--- src/rtl/muldiv_pkg.sv ---
// Shared types and constants for the HI/LO multiply/divide unit.
package muldiv_pkg;

  localparam int unsigned MD_WIDTH = 32;

  typedef enum logic [2:0] {
    OP_MULT  = 3'b000,
    OP_MULTU = 3'b001,
    OP_DIV   = 3'b010,
    OP_DIVU  = 3'b011,
    OP_MTHI  = 3'b100,
    OP_MTLO  = 3'b101
  } muldiv_op_e;

  typedef enum logic [1:0] {
    ST_IDLE = 2'd0,
    ST_CALC = 2'd1,
    ST_FIX  = 2'd2
  } muldiv_state_e;

  // True for the ops that run the iterative datapath.
  function automatic logic is_iter_op(input logic [2:0] op);
    return (op[2] == 1'b0);
  endfunction

endpackage

--- src/rtl/muldiv_core.sv ---
// Iterative datapath: radix-2 shift-add multiply and restoring divide on
// operand magnitudes, with sign fix-up applied combinationally to the result.
module muldiv_core
  import muldiv_pkg::*;
#(
  parameter int unsigned WIDTH = MD_WIDTH
) (
  input  logic             clk,
  input  logic             rst_n,
  input  logic             i_load,
  input  logic             i_step,
  input  logic [2:0]       i_op,
  input  logic [WIDTH-1:0] i_a,
  input  logic [WIDTH-1:0] i_b,
  output logic [WIDTH-1:0] o_hi_c,
  output logic [WIDTH-1:0] o_lo_c,
  output logic             o_div0_c
);

  localparam int unsigned PW = 2 * WIDTH;

  logic [WIDTH:0]   r_acc_hi;
  logic [WIDTH-1:0] r_acc_lo;
  logic [WIDTH-1:0] r_opa;
  logic [WIDTH-1:0] r_opb;
  logic [WIDTH-1:0] r_dividend;
  logic             r_is_div;
  logic             r_neg_q;
  logic             r_neg_r;

  logic             w_signed;
  logic             w_a_neg;
  logic             w_b_neg;
  logic [WIDTH-1:0] w_a_mag;
  logic [WIDTH-1:0] w_b_mag;
  logic [WIDTH:0]   w_mul_sum;
  logic [WIDTH:0]   w_div_sh;
  logic [WIDTH:0]   w_div_diff;
  logic             w_div_ge;
  logic [PW-1:0]    w_prod;
  logic [PW-1:0]    w_prod_fix;
  logic [WIDTH-1:0] w_quo_fix;
  logic [WIDTH-1:0] w_rem_fix;

  // Operand magnitudes at load time.
  assign w_signed = (i_op == OP_MULT) || (i_op == OP_DIV);
  assign w_a_neg  = w_signed & i_a[WIDTH-1];
  assign w_b_neg  = w_signed & i_b[WIDTH-1];
  assign w_a_mag  = w_a_neg ? (~i_a + WIDTH'(1)) : i_a;
  assign w_b_mag  = w_b_neg ? (~i_b + WIDTH'(1)) : i_b;

  // Multiply step: conditional add of |A| into the upper half, then shift right.
  assign w_mul_sum  = {1'b0, r_acc_hi[WIDTH-1:0]} + (r_acc_lo[0] ? {1'b0, r_opa} : '0);

  // Divide step: shift next dividend bit into the partial remainder, trial subtract.
  assign w_div_sh   = {r_acc_hi[WIDTH-1:0], r_acc_lo[WIDTH-1]};
  assign w_div_ge   = (w_div_sh >= {1'b0, r_opb});
  assign w_div_diff = w_div_sh - {1'b0, r_opb};

  always_ff @(posedge clk) begin
    if (!rst_n) begin
      r_acc_hi   <= '0;
      r_acc_lo   <= '0;
      r_opa      <= '0;
      r_opb      <= '0;
      r_dividend <= '0;
      r_is_div   <= 1'b0;
      r_neg_q    <= 1'b0;
      r_neg_r    <= 1'b0;
    end else if (i_load) begin
      r_acc_hi   <= '0;
      r_acc_lo   <= i_op[1] ? w_a_mag : w_b_mag;
      r_opa      <= w_a_mag;
      r_opb      <= w_b_mag;
      r_dividend <= i_a;
      r_is_div   <= i_op[1];
      r_neg_q    <= w_a_neg ^ w_b_neg;
      r_neg_r    <= w_a_neg;
    end else if (i_step) begin
      if (r_is_div) begin
        r_acc_hi <= w_div_ge ? w_div_diff : w_div_sh;
        r_acc_lo <= {r_acc_lo[WIDTH-2:0], w_div_ge};
      end else begin
        r_acc_hi <= {1'b0, w_mul_sum[WIDTH:1]};
        r_acc_lo <= {w_mul_sum[0], r_acc_lo[WIDTH-1:1]};
      end
    end
  end

  // Sign correction of the finished magnitudes.
  assign w_prod     = {r_acc_hi[WIDTH-1:0], r_acc_lo};
  assign w_prod_fix = r_neg_q ? (~w_prod + PW'(1)) : w_prod;
  assign w_quo_fix  = r_neg_q ? (~r_acc_lo + WIDTH'(1)) : r_acc_lo;
  assign w_rem_fix  = r_neg_r ? (~r_acc_hi[WIDTH-1:0] + WIDTH'(1)) : r_acc_hi[WIDTH-1:0];
  assign o_div0_c   = r_is_div & (r_opb == '0);

  always_comb begin
    o_hi_c = w_prod_fix[PW-1:WIDTH];
    o_lo_c = w_prod_fix[WIDTH-1:0];
    if (r_is_div) begin
      if (o_div0_c) begin
        o_hi_c = r_dividend;
        o_lo_c = '1;
      end else begin
        o_hi_c = w_rem_fix;
        o_lo_c = w_quo_fix;
      end
    end
  end

endmodule

--- src/rtl/muldiv_ctrl.sv ---
// HI/LO multiply/divide sequencer: FSM, iteration counter, HI/LO registers,
// pipeline stall and divide-by-zero pulse.
module muldiv_ctrl
  import muldiv_pkg::*;
#(
  parameter int unsigned WIDTH = MD_WIDTH
) (
  input  logic             clk,
  input  logic             rst_n,
  input  logic             start,
  input  logic [2:0]       op,
  input  logic [WIDTH-1:0] rs_val,
  input  logic [WIDTH-1:0] rt_val,
  input  logic             rd_hilo,
  input  logic             flush,
  output logic [WIDTH-1:0] hi,
  output logic [WIDTH-1:0] lo,
  output logic             busy,
  output logic             stall,
  output logic             div0
);

  localparam int unsigned CNT_W = $clog2(WIDTH);

  muldiv_state_e    r_state;
  muldiv_state_e    w_next_state;
  logic [CNT_W-1:0] r_cnt;
  logic [CNT_W-1:0] w_cnt_nxt;
  logic [WIDTH-1:0] r_hi;
  logic [WIDTH-1:0] r_lo;
  logic             r_busy;
  logic             r_div0;

  logic             w_load;
  logic             w_step;
  logic             w_wr_res;
  logic             w_wr_hi;
  logic             w_wr_lo;
  logic             w_div0_nxt;
  logic [WIDTH-1:0] w_core_hi;
  logic [WIDTH-1:0] w_core_lo;
  logic             w_core_div0;

  muldiv_core #(.WIDTH(WIDTH)) u_core (
    .clk      (clk),
    .rst_n    (rst_n),
    .i_load   (w_load),
    .i_step   (w_step),
    .i_op     (op),
    .i_a      (rs_val),
    .i_b      (rt_val),
    .o_hi_c   (w_core_hi),
    .o_lo_c   (w_core_lo),
    .o_div0_c (w_core_div0)
  );

  // Next-state and control decode; flush wins over every state action.
  always_comb begin
    w_next_state = r_state;
    w_cnt_nxt    = r_cnt;
    w_load       = 1'b0;
    w_step       = 1'b0;
    w_wr_res     = 1'b0;
    w_wr_hi      = 1'b0;
    w_wr_lo      = 1'b0;
    w_div0_nxt   = 1'b0;
    if (flush) begin
      w_next_state = ST_IDLE;
    end else begin
      case (r_state)
        ST_IDLE: begin
          if (start) begin
            if (is_iter_op(op)) begin
              w_load       = 1'b1;
              w_cnt_nxt    = CNT_W'(WIDTH - 1);
              w_next_state = ST_CALC;
            end else if (op == OP_MTHI) begin
              w_wr_hi = 1'b1;
            end else if (op == OP_MTLO) begin
              w_wr_lo = 1'b1;
            end
          end
        end
        ST_CALC: begin
          w_step = 1'b1;
          if (r_cnt == '0) begin
            w_next_state = ST_FIX;
          end else begin
            w_cnt_nxt = r_cnt - CNT_W'(1);
          end
        end
        ST_FIX: begin
          w_wr_res     = 1'b1;
          w_div0_nxt   = w_core_div0;
          w_next_state = ST_IDLE;
        end
        default: w_next_state = ST_IDLE;
      endcase
    end
  end

  always_ff @(posedge clk) begin
    if (!rst_n) begin
      r_state <= ST_IDLE;
      r_cnt   <= '0;
      r_hi    <= '0;
      r_lo    <= '0;
      r_busy  <= 1'b0;
      r_div0  <= 1'b0;
    end else begin
      r_state <= w_next_state;
      r_cnt   <= w_cnt_nxt;
      r_busy  <= (w_next_state != ST_IDLE);
      r_div0  <= w_div0_nxt;
      if (w_wr_res) begin
        r_hi <= w_core_hi;
        r_lo <= w_core_lo;
      end
      if (w_wr_hi) r_hi <= rs_val;
      if (w_wr_lo) r_lo <= rs_val;
    end
  end

  assign hi    = r_hi;
  assign lo    = r_lo;
  assign busy  = r_busy;
  assign div0  = r_div0;
  assign stall = r_busy & (start | rd_hilo);

endmodule

--- config.mk ---
export PLATFORM = sky130hd
export DESIGN_NAME = muldiv_ctrl
export DESIGN_NICKNAME = d
export VERILOG_FILES = /design/src/rtl/muldiv_pkg.sv /design/src/rtl/muldiv_core.sv /design/src/rtl/muldiv_ctrl.sv
export SDC_FILE = /design/constraint.sdc
export NUM_CORES = 1
export LEC_CHECK = 0
export ABC_AREA = 1
export CAP_MARGIN = 20
export CORE_AREA = 2 2 215 217
export CTS_CLUSTER_SIZE = 40
export DETAILED_ROUTE_END_ITERATION = 7
export DIE_AREA = 0 0 217 219
export HOLD_SLACK_MARGIN = 0.08
export PLACE_DENSITY = 0.66
export REMOVE_ABC_BUFFERS = 1
export SLEW_MARGIN = 20
export SYNTH_ARGS = -nofsm -noshare
export SYNTH_HDL_FRONTEND = slang
export SYNTH_SLANG_ARGS = --single-unit
--- constraint.sdc ---
create_clock -name clk -period 3.3 [get_ports clk]
set_clock_uncertainty 0.1 [all_clocks]
set_input_delay 0.66 -clock clk [delete_from_list [all_inputs] [get_ports clk]]
set_output_delay 0.66 -clock clk [all_outputs]
set_load 0.02 [all_outputs]
==> results.txt, run 1 <==
Synth Area per Inst - 5.86 um2
Die width - 217 um
Placed Cells - 4199
Initial DRT Pass Iterations - 8
Post-route ant nets - 0
End of the worst hold path - u_core.r_dividend[14]
Post-DP HPWL - 76.1 mm
Count leader, synth - nand2_1
Core footprint - 45100 um2
Total CTS buffers - 29
Setup ws final - 0.302 ns
Fillers - 4886
Initial antenna violation count - 0
CP max-delay cell - dfxtp_1
Final Critical Period - 3.00 ns
Worst hold slack - 0.363 ns
Reg2Reg Setup Slack - 0.30 ns
Net count, final - 3773
Final wirelength - 94.7 mm
Number of global-route vias before repair - 22200
Global-route wire length before repair - 139 mm
Die Area - 47500 um2
Type of destination of the critical path - flop
Final setup fails - 0
Netlist Area Pre-Place - 20100 um2
Input/output buffers - 138
Worst Hold Path Cells - 2
CP arrival - 3.38 ns
Fin crit share - 90.8%
#FFs+latches synth - 235
DRC Markers - 0
Non-Filler Instances - 4253
Largest net degree at the start of global routing - 91
Postcts setup bufs - 0
RSZ-0062 raised after global routing - false
Crit path cell chain - ha_1 > nand2_1 > inv_1 > nand3_1 > nor2_1 > nand2_1 > nand3_1 > nor2_4 > nand2_4 > nand2_2 > o21ai_0 > nand2_1 > a21oi_1
Hold Crit Start - u_core.r_dividend[14]
CTS root buf - clkbuf_16
DIE HEIGHT - 219 um
Cells after Synth - 3432
VDD IR max - 0.440 mV
CP Max Fanout - 17
Critical Path RT - 3.68 ns
Yosys cell types - 60
Place WS - 0.149 ns
Status - complete, no violations
Yosys warns - 0
Share of cells above drive strength 1 - 7.75%
ANT cells - 0
Critical R2R Launch - u_core.r_acc_hi[24]
Startpoint Class - flop
CTS Buffer Depth - 3
Most instantiated cells after synthesis - nand2_1 (984), inv_1 (535), nor2_1 (312)
RePlAce Congestion - 1.07
PD cells - 405 nW/um2
Synthesis-to-finish area growth - 20.1%
Num rows - 78
Clk pin slew, worst setup/hold paths - 0.06 ns
CP peak stage delay - 0.62 ns
Most frequent CP cell - nand2_1
Vias post-DR - 24500
Critical path's top delay family - simple AND/OR/NAND/NOR gates
Clk sink count - 235
Share of the synthesized area in the top cell type - 23.4%
Routed length per instance - 22.3 um
Overflow left after global routing - 0
Worst path bufs/invs - 1
Normalized max-slew margin - 37.7%
R2R cell count - 13
Leakage - 0.0121 uW
Initial drt markers - 2892
Worst hold-check path type - reg -> reg
DR vias/cell - 5.76
Num ports - 139
H-Tree Depth - 1
Tightest Pin Transition - 0.933 ns
Async set-reset flop share out of synthesis - 0%
Synth Flop Type - dfxtp_1
Post-synth top area cell - dfxtp_1
Seq/Total Area, Yosys - 23.4%
Crit path kind - reg -> reg
TritonCTS clock tree - yes
R2R Path End - u_core.r_acc_hi[27]
Gr usage total - 39.0%
Endpoints failing hold - 0
Post-route cell area - 24100 um2
Post-synth EDFFs - 0
Largest cells by area after synthesis - dfxtp_1 (23%), nand2_1 (18%), inv_1 (10%)
Area of placed instances - 22900 um2
MaxCap Viol Count - 0
Clock Latency Late Sink - 0.61 ns
Fin. max-slew vios - 0
Total design power - 9770 uW
Initial core utilization - 44.6%
F_max - 334 MHz
[layout by cell type (no fill, tap or decap), types with 12 or more instances in the layout]
cell type,n
nand2_1,983
inv_1,534
nor2_1,311
nand3_1,282
dfxtp_1,232
o21ai_0,222
a21oi_1,193
buf_4,146
clkdlybuf4s50_1,137
xor2_1,79
ha_1,69
nand4_1,56
o221ai_1,39
nor3_1,34
o22ai_1,29
clkbuf_16,29
a22o_1,27
a31oi_1,24
o211ai_1,23
nand3b_1,21
nor2_4,15
o2111ai_1,15
bufinv_16,12
[cells by family after synthesis]
logic type / share of synthesized area [%]
and+or+nand+nor: 37.1
buffers and inverters: 13.1
AOI/OAI and AO/OA: 18.2
DFF: 23.4
xor gates and xnor gates: 3.79
adders and majority gates: 4.49
[state kept, by name, summed over array words and instances (netlist names)]
| name | count |
|---|---|
| u_core.r_acc_hi | 32 |
| busy | 1 |
| u_core.r_is_div | 1 |
| u_core.r_neg_r | 1 |
| div0 | 1 |
| u_core.r_neg_q | 1 |
| lo | 32 |
| hi | 32 |
| r_cnt | 5 |
| u_core.r_opa | 32 |
| r_state | 2 |
| u_core.r_acc_lo | 32 |
| u_core.r_dividend | 31 |
| u_core.r_opb | 32 |
[worst max path at each step]
stage,to,startpoint,slack (ns),cells after the start
2_1_floorplan,u_core.r_dividend[10],rst_n,-1.41,6
3_3_place_gp,u_core.r_acc_lo[29],rs_val[0],0.09,13
3_5_place_dp,u_core.r_acc_lo[29],rs_val[0],0.15,13
4_1_cts,u_core.r_acc_hi[24],u_core.r_acc_lo[0],0.34,16
5_1_grt,u_core.r_acc_hi[24],u_core.r_acc_lo[0],0.14,16
6_report,u_core.r_acc_hi[27],u_core.r_acc_hi[24],0.30,13
[stage by stage]
stage	util [%]	setup TNS (ns)
after global placement	50.9	0
final	53.5	0
after global routing	53.5	0
after floorplan	-	-135.50
after detailed placement	50.9	0
after CTS	53.5	0
[area by class of cell]
class                      count  area, um2  area share, %
sequential                   235       4710           19.5
timing repair buffer         292       2630           10.9
tap                          600        751           3.11
multi-input combinational   2522      12800           53.0
clock inverter                20        420           1.74
clock buffer                  34        774           3.21
inverter                     550       2070           8.57
[repair_timing]
item	in CTS	in global routing
gates resized for setup	0	1
endpoints found under the setup margin	0	1
endpoints found under the hold margin	0	0
hold buffers	0	0
[routing by layer]
layer / routed length [um] / vias to the layer above / track usage (%)
li1: - / 11600 / -
met1: 39600 / 11300 / 54.0
met2: 39200 / 1383 / 58.0
met3: 10100 / 272 / 6.71
met4: 5730 / 0 / 19.9
met5: 0 / - / 0
[worst reg2reg max path, stage by stage, from the launching register on]
cell and delay, ns:
dfxtp_1 0.62, ha_1 0.40, nand2_1 0.17, inv_1 0.11, nand3_1 0.14, nor2_1 0.08
nand2_1 0.11, nand3_1 0.13, nor2_4 0.15, nand2_4 0.18, nand2_2 0.33, o21ai_0 0.15
nand2_1 0.14, a21oi_1 0.08
[power by group]
part	internal (uW)	total (uW)	switching, uW
Sequential	2950	3060	113
Combinational	830	2650	1820
Clock	2620	4060	1440
Note: power is estimated with default switching activity, not from simulation.
==> run 2: changes to the inputs <==
--- a/config.mk
+++ b/config.mk
@@ -5,14 +5,14 @@
 export SDC_FILE = /design/constraint.sdc
 export NUM_CORES = 1
 export LEC_CHECK = 0
-export ABC_AREA = 1
 export CAP_MARGIN = 20
-export CORE_AREA = 2 2 215 217
+export CORE_AREA = 2 2 201 203
 export CTS_CLUSTER_SIZE = 40
 export DETAILED_ROUTE_END_ITERATION = 7
-export DIE_AREA = 0 0 217 219
+export DIE_AREA = 0 0 203 205
+export GPL_TIMING_DRIVEN = 1
 export HOLD_SLACK_MARGIN = 0.08
-export PLACE_DENSITY = 0.66
+export PLACE_DENSITY = 0.67
 export REMOVE_ABC_BUFFERS = 1
 export SLEW_MARGIN = 20
 export SYNTH_ARGS = -nofsm -noshare
==> run 2 against run 1 <==
Against the previous run:
- the run now ends with negative setup slack left
- maximum frequency is 17% lower
- combinational power decreased by 16%
- core utilization increased by 5.1 points
- sequential power barely moved
- global-route usage is 6.1 points lower
- synthesized cell count fell by 31%
- critical path depth shrank 1
- count of clock-buffer cells in the layout increased by 2
- die area shrank 12%
- critical path type unchanged
- highest routed layer unchanged
==> results.txt, run 2 <==
Post-synth top area cell - dfxtp_1
Fin crit share - 110%
Setup ws final - -0.320 ns
Synthesis-to-finish area growth - 32.0%
Yosys warns - 0
Largest net degree at the start of global routing - 101
Vias post-DR - 19700
Routed length per instance - 21.9 um
#FFs+latches synth - 235
F_max - 276 MHz
Net count, final - 2850
Post-route ant nets - 0
CP peak stage delay - 0.47 ns
DIE HEIGHT - 205 um
Most common cell after layout, fill and taps aside - buf_4
Global-route wire length before repair - 107 mm
Endpoints failing hold - 0
Status - finished with violations
CP Max Fanout - 3
Num rows - 73
Clock Latency Late Sink - 0.56 ns
Initial drt markers - 1953
Async set-reset flop share out of synthesis - 0%
Cells after Synth - 2378
Seq/Total Area, Yosys - 26.9%
Initial antenna violation count - 5
Final Critical Period - 3.62 ns
Netlist Area Pre-Place - 17500 um2
Synth Area per Inst - 7.36 um2
Total design power - 8400 uW
RePlAce Congestion - 1.00
Non-Filler Instances - 3251
Place WS - -0.633 ns
Top Usage Layer GRT - met2
Fin. max-slew vios - 0
PD cells - 364 nW/um2
Placed Cells - 3184
Final setup TNS - -1.67 ns
Commonest cells after routing, fill and taps aside - buf_4 (320), nand2_1 (259), nor2_1 (245)
Num ports - 139
Final core occ - 58.7%
Worst hold-check path type - in -> reg
Failing checks - negative setup slack
Input/output buffers - 138
Final wirelength - 71.1 mm
CTS root buf - clkbuf_16
Type of destination of the critical path - flop
Die Area - 41600 um2
CP max-delay cell - or4_4
Yosys cell types - 82
Met2 usage - 51.9%
TritonCTS clock tree - yes
Crit path kind - reg -> reg
Reg2Reg Setup Slack - -0.32 ns
MaxCap Viol Count - 0
Core footprint - 39400 um2
DRC Markers - 0
Fillers - 3603
Count leader, synth - nand2_1
Clk pin slew, worst setup/hold paths - 0.06 ns
Clk sink count - 235
Total CTS buffers - 27
Post-DP HPWL - 54.1 mm
Gr usage total - 32.9%
Initial DRT Pass Iterations - 6
CTS Buffer Depth - 3
Tightest Pin Transition - 0.818 ns
Normalized max-slew margin - 45.4%
Initial core utilization - 44.4%
Synth Flop Type - dfxtp_1
Post-synth EDFFs - 0
H-Tree Depth - 1
Cts hold-fix bufs - 0
Critical Path RT - 3.66 ns
Die width - 203 um
Most instantiated cells after synthesis - nand2_1 (261), a21oi_1 (252), nor2_1 (251)
VDD IR max - 0.344 mV
RSZ-0062 raised after global routing - true
Startpoint Class - flop
Largest cells by area after synthesis - dfxtp_1 (27%), a21oi_1 (7.2%), nand2_1 (5.6%)
Share of the synthesized area in the top cell type - 26.9%
Final setup fails - 12
CP arrival - 3.98 ns
Overflow left after global routing - 0
Crit path cell chain - and2_4 > ha_4 > fa_2 > a211o_1 > a211oi_2 > o21ai_1 > or4_4 > a311o_1 > a2111oi_4 > o21bai_1 > xnor2_1 > a221oi_1
Number of global-route vias before repair - 18500
DR vias/cell - 6.05
Share of cells above drive strength 1 - 19.0%
Met3 Usage GRT - 4.50%
Leakage - 0.00962 uW
Met1 usage - 45.5%
==> run 2: changes by cell type in the layout (fill, tap and decap cells not counted), moves of 66 or more <==
cell      delta
nand2_1    -724
inv_1      -471
nand3_1    -249
buf_4      +174
a211oi_1    +88
o21ai_0     -83
xnor2_1     +75
nor2_1      -66
==> run 2: stage by stage <==
stage / instance area [um2] / hold WS (ns)
floorplan: 16800 / 0.317
global placement: 21500 / 0.326
detailed placement: 21500 / 0.339
CTS: 22600 / 0.314
global route: 23100 / 0.363
finish: 23100 / 0.322
==> run 2: layout make-up <==
class	count	area, um2	area share [%]
Timing Repair Buffer	485	4210	18.2
Clock buffer	36	749	3.25
Multi-Input combinational cell	1893	12400	53.6
Sequential cell	235	4720	20.4
Tap cell	525	657	2.84
Clock inverter	11	135	0.585
Antenna cell	1	2.50	0.0108
Inverter	65	246	1.07
==> run 2: worst max-delay path: cells and delay by family (launching register included) <==
kind | cells | cell delay [ns]
compound gates | 7 | 1.82
simple gates | 2 | 0.61
xor+xnor | 1 | 0.14
flops | 1 | 0.34
fa+ha+maj | 2 | 0.53
==> run 2: worst paths after layout <==
kind                                         start             endpoint  cells after the start
worst min register to register            r_cnt[4]           r_state[1]                      1
worst max-delay path            u_core.r_acc_lo[0]  u_core.r_acc_hi[25]                     12
worst max register to register  u_core.r_acc_lo[0]  u_core.r_acc_hi[25]                     12
worst min-delay path                         rst_n                 div0                      3
==> run 2: repair_timing <==
action                                  in CTS  in global routing
endpoints found under the setup margin      22                 35
gates resized for setup                     52                 69
gates cloned                                 0                  1
buffers inserted                             8                 10
pin swaps                                   18                 36
==> run 2: layer usage <==
| layer | up-vias | part of all wire (%) |
|---|---|---|
| met3 | 150 | 9.3 |
| met5 | - | 0 |
| met1 | 9328 | 42 |
| li1 | 9281 | - |
| met2 | 923 | 44 |
| met4 | 0 | 3.9 |
==> run 2: cells by family (layout without fill, tap and decap cells) <==
family / count (synthesis) / in the layout / synth area share (%)
simple gates: 801 / 801 / 21.3
buf+inv: 250 / 597 / 5.49
compound gates: 784 / 784 / 28.8
mux: 64 / 64 / 3.70
xor+xnor: 173 / 173 / 8.66
other cells: 0 / 1 / 0
flops: 235 / 235 / 26.9
fa+ha+maj: 71 / 71 / 5.16
==> run 2: where the power goes <==
group          internal (uW)  switching, uW
logic                    969           1270
registers               2940            117
clock network           1820           1290
total                   5730           2670
==> variant 1 (config.mk and constraints of run 2) <==
Set the package constant `MD_WIDTH` to 16 (it was 32).
--- a/src/rtl/muldiv_pkg.sv
+++ b/src/rtl/muldiv_pkg.sv
@@ -2,5 +2,5 @@
 package muldiv_pkg;
 
-  localparam int unsigned MD_WIDTH = 32;
+  localparam int unsigned MD_WIDTH = 16;
 
   typedef enum logic [2:0] {
Ports: changed (resized hi, lo, rs_val and rt_val); port bits go from 139 to 75. The function was not compared with the original's and may differ.
==> variant 1 against run 2 <==
  * Area after synthesis down 50%
  * Sequential cell count down 113
  * Wire length down 54%
  * Largest power group unchanged
  * Critical endpoint is now u_core.r_acc_hi[11]$_SDFFE_PP0P_
  * Design area down 52%
  * Critical path depth down 1
  * Critical path type unchanged
  * Clock power down 39%
  * Count of clock-buffer cells in the layout down 17
  * Power down 47%
  * Worst setup slack better by 0.57 ns
  * Die area unchanged
  * Non-clock buffer count down 341
==> variant 1: results <==
set metrics [dict create \
    nets 1329 \
    met2_usage 0.2597 \
    holdPathEnd "u_core.r_opa[15]$_SDFFE_PN0P_" \
    wl_met2_um 15300 \
    drive_above_1_share 0.09509 \
    fmax_ghz 0.3280 \
    antenna_found_initial 1 \
    grt_start_max_net_pins 49 \
    cts_setup_buffers 0 \
    slowest_stage "a2111o_1" \
    clkbuf_count 19 \
    setup_violations 0 \
    wire_per_inst_um 18.23 \
    drtIter0Drc 792 \
    cts_made_buffers 17 \
    first_pass_iters 5 \
    grtUsageTotal 0.1550 \
    grtUsageMet3 0.02466 \
    layout.nonclk_buf_frac 0.1171 \
    hold_depth 2 \
    vias 9265 \
    grt_pass1_wl_um 50150 \
    hold_path.class "flip-flop to flip-flop" \
    grt_pass1_vias 8703 \
    tightest_slew_ns 1.090 \
    p_comb_frac 0.220 \
    buffers 144 \
    seq_power_share 0.354 \
    dp_hpwl_um 24900 \
    status "completed" \
    reg2regPathDepth 11 \
    multi_input_area_um2 5883 \
    crit_fanout 16 \
    antenna_cells 0 \
    place_area_um2 10440 \
    htreeDepth 4 \
    use_met1 0.2023 \
    dp_slack_ns 0.1005 \
    multi_input_area_share 0.5337 \
    gp_congestion 0.9396 \
    pg_comb_w 0.000980 \
    vdd_drop_max_mv 0.3431 \
    r2r_end "u_core.r_acc_hi[11]$_SDFFE_PP0P_" \
    io_buffers 74 \
    switching_power_w 0.001355 \
    syn_inst 1171 \
    num-multi-input-gates 921 \
    sh_seq_area 0.2217 \
    place_inst 1756 \
    clk_share 0.05289 \
    synth.distinct_cells 68 \
    routed_wl_um 32570 \
    synth_area_leaders "dfxtp_1, a21oi_1, nand2_1" \
    met3_length_um 2217 \
    worstPathArrival_ns 3.31 \
    hold_start "u_core.r_opa[15]$_SDFFE_PN0P_" \
    ctsResizeCount 0 \
]
==> variant 1: cell count changes after synthesis, sizes merged, moves of 25 or more <==
| cell | delta |
|---|---|
| o211ai | -25 |
| ha | -32 |
| clkbuf | -91 |
| mux2i | -25 |
| xor2 | -46 |
| a21oi | -129 |
| a211oi | -43 |
| xnor2 | -37 |
| a21o | -28 |
| nor2 | -138 |
| o21ai | -103 |
| dfxtp | -113 |
| nand2 | -131 |
==> variant 1: kinds of logic after synthesis <==
family,share of synthesized area
and+or+nand+nor,0.2093
AOI/OAI and AO/OA,0.2723
buffers and inverters,0.05760
DFF,0.2770
xor gates and xnor gates,0.08939
adders and majority gates,0.05704
muxes,0.03746
==> variant 1: worst register-to-register path, stage by stage (launching register included) <==
cell      delay [ns]
dfxtp_1         0.32
buf_4           0.19
and2_1          0.17
ha_1            0.22
fa_1            0.43
a21oi_1         0.21
o221ai_1        0.28
a2111o_1        0.46
a21oi_1         0.17
xnor2_1         0.14
o221ai_1        0.11
a21oi_1         0.17
==> variant 2 (flow settings as in run 2) <==
Made on the original files. Reset style: asynchronous (`rst_n`), changed in 2 clocked blocks.
--- a/src/rtl/muldiv_core.sv
+++ b/src/rtl/muldiv_core.sv
@@ -58,5 +58,5 @@
   assign w_div_diff = w_div_sh - {1'b0, r_opb};
 
-  always_ff @(posedge clk) begin
+  always_ff @(posedge clk or negedge rst_n) begin
     if (!rst_n) begin
       r_acc_hi   <= '0;
--- a/src/rtl/muldiv_ctrl.sv
+++ b/src/rtl/muldiv_ctrl.sv
@@ -100,5 +100,5 @@
   end
 
-  always_ff @(posedge clk) begin
+  always_ff @(posedge clk or negedge rst_n) begin
     if (!rst_n) begin
       r_state <= ST_IDLE;
Check against the original RTL: differs if rst_n is asserted again (counterexample within 4 cycles, from zero or initial values and one cycle with rst_n low); with rst_n held inactive, the same outputs for 4 cycles.
==> variant 2 against run 2 <==
  * Critical endpoint is now hi[26]$_DFFE_PN0P_
  * Area after synthesis increased by 2.9%
  * Count of clock-buffer cells in the layout grew 6
  * Wire length grew 1.8%
  * Worst setup slack improved by 0.31 ns
  * The run still ends with setup timing left
  * First-iteration DRC count fell by 4.5%
  * Design area is 0.41% lower
  * Sequential cell count is the same
Power is not compared: it rests on default switching activity, and its combinational part moved more than twofold at a synthesized area within 25%.
==> variant 2: results <==
set metrics [dict create \
    synth_area_leaders "dfrtp_1, o21ai_0, nand2_1" \
    synth.distinct_cells 78 \
    status "finished, violations left" \
    dp_hpwl_um 54710 \
    synth.top_cells.by_count "nand2_1, o21ai_0, dfrtp_1" \
    dp_slack_ns -0.2422 \
    drtIter0Drc 1865 \
    grt_pass1_wl_um 108200 \
    first_pass_iters 5 \
    hold_start "r_cnt[4]$_DFFE_PN0P_" \
    reg2regPathDepth 9 \
    async_flop_share 1.000 \
    violations "setup timing" \
    synth_ff_type "dfrtp_1" \
    cts_made_buffers 28 \
    setup_violations 1 \
    tightest_slew_ns 0.8048 \
    holdPathEnd "r_state[1]$_DFF_PN0_" \
    grtUsageTotal 0.3403 \
    setup_slack_ns -0.01139 \
    slowest_delay_ns 0.55 \
    crit_fanout 5 \
    ys_seq_area_frac 0.3267 \
    nets 2733 \
    gp_congestion 0.9748 \
    grt_start_max_net_pins 88 \
    antenna_found_initial 0 \
    drive_above_1_share 0.1571 \
    hold_depth 1 \
]
variant 2: layer usage:
metal	track usage	wire length (µm)	share of wire	vias to the layer above
met5	0	0	0	-
met4	0.1418	3529	0.049	0
met3	0.06125	6168	0.085	165
met2	0.5565	33140	0.46	907
met1	0.4441	29510	0.41	9195
li1	-	-	-	8750
variant 2: logic make-up after synthesis:
family,count (synthesis),share of synthesized area
AO/OA/AOI/OAI,704,0.2388
XOR/XNOR,204,0.09926
adder cells (fa/ha/maj),71,0.05018
buffers and inverters,240,0.05116
flip-flops,235,0.3267
multiplexers,52,0.02905
AND/OR/NAND/NOR,793,0.2049
variant 2: worst max path at each step:
stage / slack (ns) / end / start / cells after the start
floorplan: -2.03 / hi[21]$_DFFE_PN0P_ / u_core.r_is_div$_DFFE_PN0P_ / 5
global placement: -0.22 / hi[31]$_DFFE_PN0P_ / u_core.r_acc_hi[15]$_DFFE_PN0P_ / 10
detailed placement: -0.24 / hi[31]$_DFFE_PN0P_ / u_core.r_acc_hi[15]$_DFFE_PN0P_ / 10
CTS: 0.002 / u_core.r_acc_hi[28]$_DFFE_PN0P_ / u_core.r_acc_lo[0]$_DFFE_PN0P_ / 14
global route: -0.1 / hi[26]$_DFFE_PN0P_ / u_core.r_acc_lo[23]$_DFFE_PN0P_ / 9
finish: -0.01 / hi[26]$_DFFE_PN0P_ / u_core.r_acc_lo[23]$_DFFE_PN0P_ / 9
variant 2: final cells by class:
cell class	instances	area, µm²	share of cell area
flip-flops and latches	235	5888	0.2560
clock inverters	8	98.84	0.004298
clock buffers	42	834.6	0.03629
well taps	525	656.9	0.02856
diodes	1	2.502	0.0001088
multi-input cells	1824	11500	0.4999
repair buffers	429	3750	0.1630
inverters	72	270.3	0.01175
variant 2: what timing repair did:
item,4_1_cts,5_1_grt
pin swaps,1,25
resized for setup,6,53
buffers inserted,1,5
hold buffers,1,0
endpoints found under the setup margin,6,26
endpoints found under the hold margin,57,0
variant 2: where the power goes:
| part | switching (W) | leakage [nW] | total, W | internal, W |
|---|---|---|---|---|
| logic | 0.00646 | 6.61 | 0.0115 | 0.00507 |
| clock network | 0.00133 | 0.454 | 0.00322 | 0.00189 |
| registers | 0.000900 | 2.95 | 0.00460 | 0.00370 |
| total | 0.00869 | 10.0 | 0.0193 | 0.0107 |
variant 2: critical path, delay by kind of cell, from the launching register on:
family	cells	cell delay [ns]
XOR/XNOR	1	0.24
AND/OR/NAND/NOR	4	1.75
AO/OA/AOI/OAI	4	0.68
flip-flops	1	0.41
variant 2: per-stage QoR:
stage                     instances  TNS [ns]
after floorplan                2131   -249.17
after global placement         3077    -1.702
after detailed placement       3077    -2.127
after CTS                      3129         0
after global routing           3135   -0.2779
final                          3136  -0.01139
